--- src/rtl/reg_word_serializer_if.sv ---
// reg_word_serializer_if: load strobe, parallel word and valid/ready beat stream of the serializer.
interface reg_word_serializer_if #(
    parameter int WIDTH = 32,
    parameter int CHUNK = 8
);
    logic             ld;
    logic [WIDTH-1:0] in;
    logic             busy;
    logic             out_valid;
    logic             out_ready;
    logic [CHUNK-1:0] out_data;
    logic             out_last;
    logic             done;

    modport master (
        output ld, in, out_ready,
        input  busy, out_valid, out_data, out_last, done
    );

    modport slave (
        input  ld, in, out_ready,
        output busy, out_valid, out_data, out_last, done
    );
endinterface

--- src/rtl/reg_word_serializer.sv ---
// reg_word_serializer: captures a WIDTH-bit word on ld and streams it out LSB chunk first.
module reg_word_serializer #(
    parameter int WIDTH = 32,
    parameter int CHUNK = 8
) (
    input logic                clk,
    input logic                rst,
    reg_word_serializer_if.slave bus
);
    localparam int N  = WIDTH / CHUNK;
    localparam int CW = (N > 1) ? $clog2(N) : 1;
    localparam logic [CW-1:0] LAST = CW'(N - 1);

    typedef enum logic {IDLE, SEND} state_t;

    state_t          state, state_d;
    logic [WIDTH-1:0] sreg;
    logic [CW-1:0]    cnt;
    logic             done_q;
    logic             hs, last, cap;

    always_ff @(posedge clk or negedge rst)
        if (!rst) state <= IDLE;
        else      state <= state_d;

    always_comb begin
        cap     = (state == IDLE) && bus.ld;
        hs      = (state == SEND) && bus.out_ready;
        last    = (cnt == LAST);
        state_d = cap ? SEND : (hs && last) ? IDLE : state;
    end

    // Counter returns to zero on the final beat so it never wraps past N-1 while sending.
    always_ff @(posedge clk or negedge rst)
        if (!rst) begin
            sreg   <= '0;
            cnt    <= '0;
            done_q <= 1'b0;
        end else begin
            done_q <= hs && last;
            if (cap) begin
                sreg <= bus.in;
                cnt  <= '0;
            end else if (hs) begin
                sreg <= (N > 1) ? (sreg >> CHUNK) : '0;
                cnt  <= last ? '0 : cnt + 1'b1;
            end
        end

    always_comb begin
        bus.busy      = (state == SEND);
        bus.out_valid = (state == SEND);
        bus.out_data  = (state == SEND) ? sreg[CHUNK-1:0] : '0;
        bus.out_last  = (state == SEND) && last;
        bus.done      = done_q;
    end
endmodule

--- src/flat_wrapper.sv ---
// flat-port wrapper written by rule: the top's interface ports become plain ports
module reg_word_serializer_flat 
#(
    parameter int WIDTH = 32,
    parameter int CHUNK = 8
)
  (clk, rst, bus_ld, bus_in, bus_out_ready, bus_busy, bus_out_valid, bus_out_data, bus_out_last, bus_done);
  reg_word_serializer_if #(.WIDTH(WIDTH), .CHUNK(CHUNK)) bus_i ();
  input logic clk;
  input logic rst;
  input wire logic [$bits(bus_i.ld)-1:0] bus_ld;
  input wire logic [$bits(bus_i.in)-1:0] bus_in;
  input wire logic [$bits(bus_i.out_ready)-1:0] bus_out_ready;
  output wire logic [$bits(bus_i.busy)-1:0] bus_busy;
  output wire logic [$bits(bus_i.out_valid)-1:0] bus_out_valid;
  output wire logic [$bits(bus_i.out_data)-1:0] bus_out_data;
  output wire logic [$bits(bus_i.out_last)-1:0] bus_out_last;
  output wire logic [$bits(bus_i.done)-1:0] bus_done;
  assign bus_i.ld = bus_ld;
  assign bus_i.in = bus_in;
  assign bus_i.out_ready = bus_out_ready;
  assign bus_busy = bus_i.busy;
  assign bus_out_valid = bus_i.out_valid;
  assign bus_out_data = bus_i.out_data;
  assign bus_out_last = bus_i.out_last;
  assign bus_done = bus_i.done;
  reg_word_serializer #(.WIDTH(WIDTH), .CHUNK(CHUNK)) u_core (.clk(clk), .rst(rst), .bus(bus_i));
endmodule
--- config.mk ---
export PLATFORM = sky130hd
export DESIGN_NAME = reg_word_serializer_flat
export DESIGN_NICKNAME = d
export VERILOG_FILES = /design/src/rtl/reg_word_serializer_if.sv /design/src/rtl/reg_word_serializer.sv /design/src/flat_wrapper.sv
export SDC_FILE = /design/constraint.sdc
export NUM_CORES = 1
export LEC_CHECK = 0
export ABC_AREA = 1
export CAP_MARGIN = 20
export CORE_ASPECT_RATIO = 1.75
export CORE_MARGIN = 5
export CORE_UTILIZATION = 35
export DETAILED_ROUTE_END_ITERATION = 12
export SLEW_MARGIN = 25
export SYNTH_ARGS = -nofsm -noshare
export SYNTH_HDL_FRONTEND = slang
export SYNTH_SLANG_ARGS = --single-unit
--- constraint.sdc ---
create_clock -name clk -period 3.3 [get_ports clk]
set_clock_uncertainty 0.1 [all_clocks]
set_input_delay 0.66 -clock clk [delete_from_list [all_inputs] [get_ports clk]]
set_output_delay 0.66 -clock clk [all_outputs]
set_load 0.02 [all_outputs]
Word-level counts from Yosys, hierarchy flattened
Cells that the tools add are included.

operators by class
  add/sub/neg operators = 1
  mux-type cells = 8
  equality and inequality tests = 1
  bitwise logic cells = 1
  reduce and logical (&&, ||, !) cells = 6

operators by type and width
  operator             count
  $mux 32              2
  $mux 8               1
  $mux 2               3
  $logic_and 1x1->1    4
  $reduce_bool 2->1    2
  $add 2x1->2 const B  1
  $eq 2x2->1 const B   1
  $mux 1               2
  $not 1->1            1

storage, ports and cells
  input port bits = 36
  register bits = 36

Logic depth before layout (Yosys ltp)
  depth after elaboration = 4
  depth in mapped cells = 7

Worst setup path after synthesis
Ideal clock, no wire load.

  path type = register to output
  start = register u_core.state, in the netlist u_core.bus.busy
  end = output bus_out_data[5]
  setup slack = 1471 ps
  data required time = 2540 ps
  arrival time = 1069 ps
  cell stages (with the launch flop) = 4
  path through = dfrtp_1 clkbuf_1 nand2_1 inv_1

on the way
  cells in the longest elaborated chain, start to end = 1

ends and longest elaborated chain
  element                 RTL line                   source
  from (decl)             reg_word_serializer.sv:16  state_t state, state_d;
  from (signal assigned)  reg_word_serializer.sv:24  else state <= state_d;
  $mux 8                  reg_word_serializer.sv:53  bus.out_data = (state == SEND) ? sreg[CHUNK-1:0] : '0;
  to (decl)               flat_wrapper.sv:16         output wire logic [$bits(bus_i.out_data)-1:0] bus_out_data;

Every way passes these cells.

Worst setup path in the final report
  start = register u_core.state, in the netlist u_core.bus.busy
  end = output bus_out_data[4]

The elaborated chain is that of the path after synthesis.

==> results.yml <==
synthesis:
  netlist_area_um2: 1850
  synthMuxAreaShare: 0
  ys_warn_count: 0
  yosysUniqueCellTypes: 14
  synth_top_family_by_area: "simple AND/OR/NAND/NOR gates"
  synth-compound-area-share: 0.0929
  synth-xor-area-share: 0
  yosys.area_share.simple: 0.254
  postSynthAreaPerCell_um2: 6.91
  seq_area_frac_synth: 0.488
  synth_fa_ha_area_frac: 0.00678
  syn_nets: 304
  synthCells: 267
  ys_seq_elements: 36
grt:
  antenna_found_initial: 0
  gr-total-overflow: 0
  grtUsageTotal: 0.123
  grt_pass1_vias: 1540
  grt_max_degree: 37
  grt_pass1_wl_um: 6700
setup_path:
  critPathBufInv: 2
  cp_cell_sequence: "nand2_1 -> inv_1 -> clkdlybuf4s50_1"
  crit_type: "flop to primary output"
  cp-start-kind: "flop"
  crit_path_max_incr_delay_ns: 0.68
  slowest_stage: "dfrtp_1"
  cp_data_required_time_ns: 2.54
  cpLargestDelayFamily: "flip-flops"
  endpoint_kind: "primary output"
  cp_max_fo: 17
  crit_start: "u_core.bus.busy$_DFFE_PN0P_"
  rr_startpoint: "u_core.bus.busy$_DFFE_PN0P_"
  cp.arrival_ns: 1.73
power_and_ir_drop:
  power_per_cell_area_nw_per_um2: 671
  p_leak_nw: 1.32
  vdd_drop_max_uv: 320
timing:
  finalSetupTns_ns: 0
  setup_viol: 0
  hold_viol: 0
  fmax_ghz: 0.402
  holdWs_ns: 0.368
  fin_crit_sh: 0.755
  relSlewSlack: 0.459
  rsz0062_at_grt: "false"
  min_period_ns: 2.49
  slew_violations: 0
  worst_pin_slew_ns: 0.811
outcome:
  outcome: "finished clean"
die:
  dieArea_um2: 6880
  rows: 35
  initial_core_util: 0.354
  die_h_um: 106
  die_width_um: 64.9
  io_pins: 48
  core_um2: 5210
clock_network:
  clk_pin_slew_ns: 0.07
  hold_buffers: 0
  cts_buffers: 5
  max-clock-path-buffers: 2
  post-cts-setup-buffers: 0
  post_cts_resized: 0
  clk_latency_ns: 0.28
  cts_tree: "yes"
  cts_root_buf: "clkbuf_8"
  cts_sinks: 36
  h-tree-depth: 2
final_layout:
  mostFrequentLayoutCells: "nand2_1, inv_1, clkdlybuf4s50_1"
  multi_input_area_um2: 653
  seq_area_um2: 901
  area_delta_synth_final_pct: 31.7
  stdcell_area_um2: 2430
  final_common_cell: "nand2_1"
  num-fill-cells: 562
  layout.cells.non_filler: 368
  nets: 349
  drive_above_1_share: 0.0447
  antennaDiodeCount: 0
placed_design:
  placed_area_um2: 2340
  hpwl_um: 2580
  routabilityCongestion: 0.753
  place_inst: 360
  io_buffers: 47
flow_run:
  drv_cap: 0
detailed_routing:
  drtAntennaViolNets: 0
  vias_per_cell: 4.33
  drc: 0
  routedWlPerCell_um: 10.4
  vias: 1593
  wl_um: 3820
  drt_iter0_markers: 66
  firstDrtPassIters: 4
hold_path:
  min_path_type: "input pin to async pin"
-- layout make-up --
cell class,count,share of cell area
inverters,63,0.0973
clock buffers,8,0.0371
repair buffers,49,0.198
multi-input cells,157,0.269
well taps,55,0.0283
flip-flops and latches,36,0.371
-- path summary, 6_finish.rpt --
kind	endpoint	slack, ns	depth (start not counted)
setup reg to reg	u_core.sreg[21]$_DFFE_PN0P_	1.26	6
setup / recovery	bus_out_data[4]	0.81	3
hold / removal	u_core.cnt[1]$_DFFE_PN0P_	0.37	1
min in group clk	u_core.sreg[20]$_DFFE_PN0P_	0.38	2
max in group asynchronous	u_core.sreg[4]$_DFFE_PN0P_	2.22	1
hold reg to reg	u_core.sreg[20]$_DFFE_PN0P_	0.38	2
-- through the flow --
stage	worst slack, ns	utilization	total power [mW]
after floorplan	1.47	-	1.09
after global placement	0.887	0.449	1.32
after detailed placement	0.832	0.449	1.34
after CTS	0.748	0.466	1.66
after global routing	0.642	0.466	1.79
final	0.810	0.466	1.63
-- flip-flops by register name, indices dropped and copies added (netlist names) --
name	flops
u_core.bus.busy	1
u_core.bus.done	1
u_core.cnt	2
u_core.sreg	32
-- Yosys cell counts --
cell      count  area [um^2]
nand3_1       1         5.00
nand2_1     115          432
buf_4         3         22.5
inv_1        61          229
inv_2         2         7.51
nor2_1        2         7.51
dfrtp_1      36          901
o21ai_0      33          165
ha_1          1         12.5
o22ai_1       1         6.26
buf_2         2         10.0
nand4_1       1         6.26
nand2_2       3         18.8
clkbuf_1      6         22.5
-- kinds of logic (layout without fill, tap and decap cells) --
kind of cell | count (synthesis) | count (layout)
flops | 36 | 36
fa+ha+maj | 1 | 1
compound gates | 34 | 34
simple gates | 122 | 122
buf+inv | 74 | 120
-- where the power goes --
part | switching [mW] | leakage (nW) | total (mW) | internal (mW)
combinational | 0.368 | 0.801 | 0.643 | 0.276
sequential | 0.0854 | 0.473 | 0.674 | 0.588
clock | 0.144 | 0.0455 | 0.314 | 0.170
-- per-layer routing --
| metal | track usage | share of wire |
|---|---|---|
| met1 | 0.131 | 0.42 |
| met2 | 0.226 | 0.51 |
| met3 | 0.0296 | 0.051 |
| met4 | 0.0499 | 0.019 |
| met5 | 0 | 0 |
(Power assumes the default switching activity.)
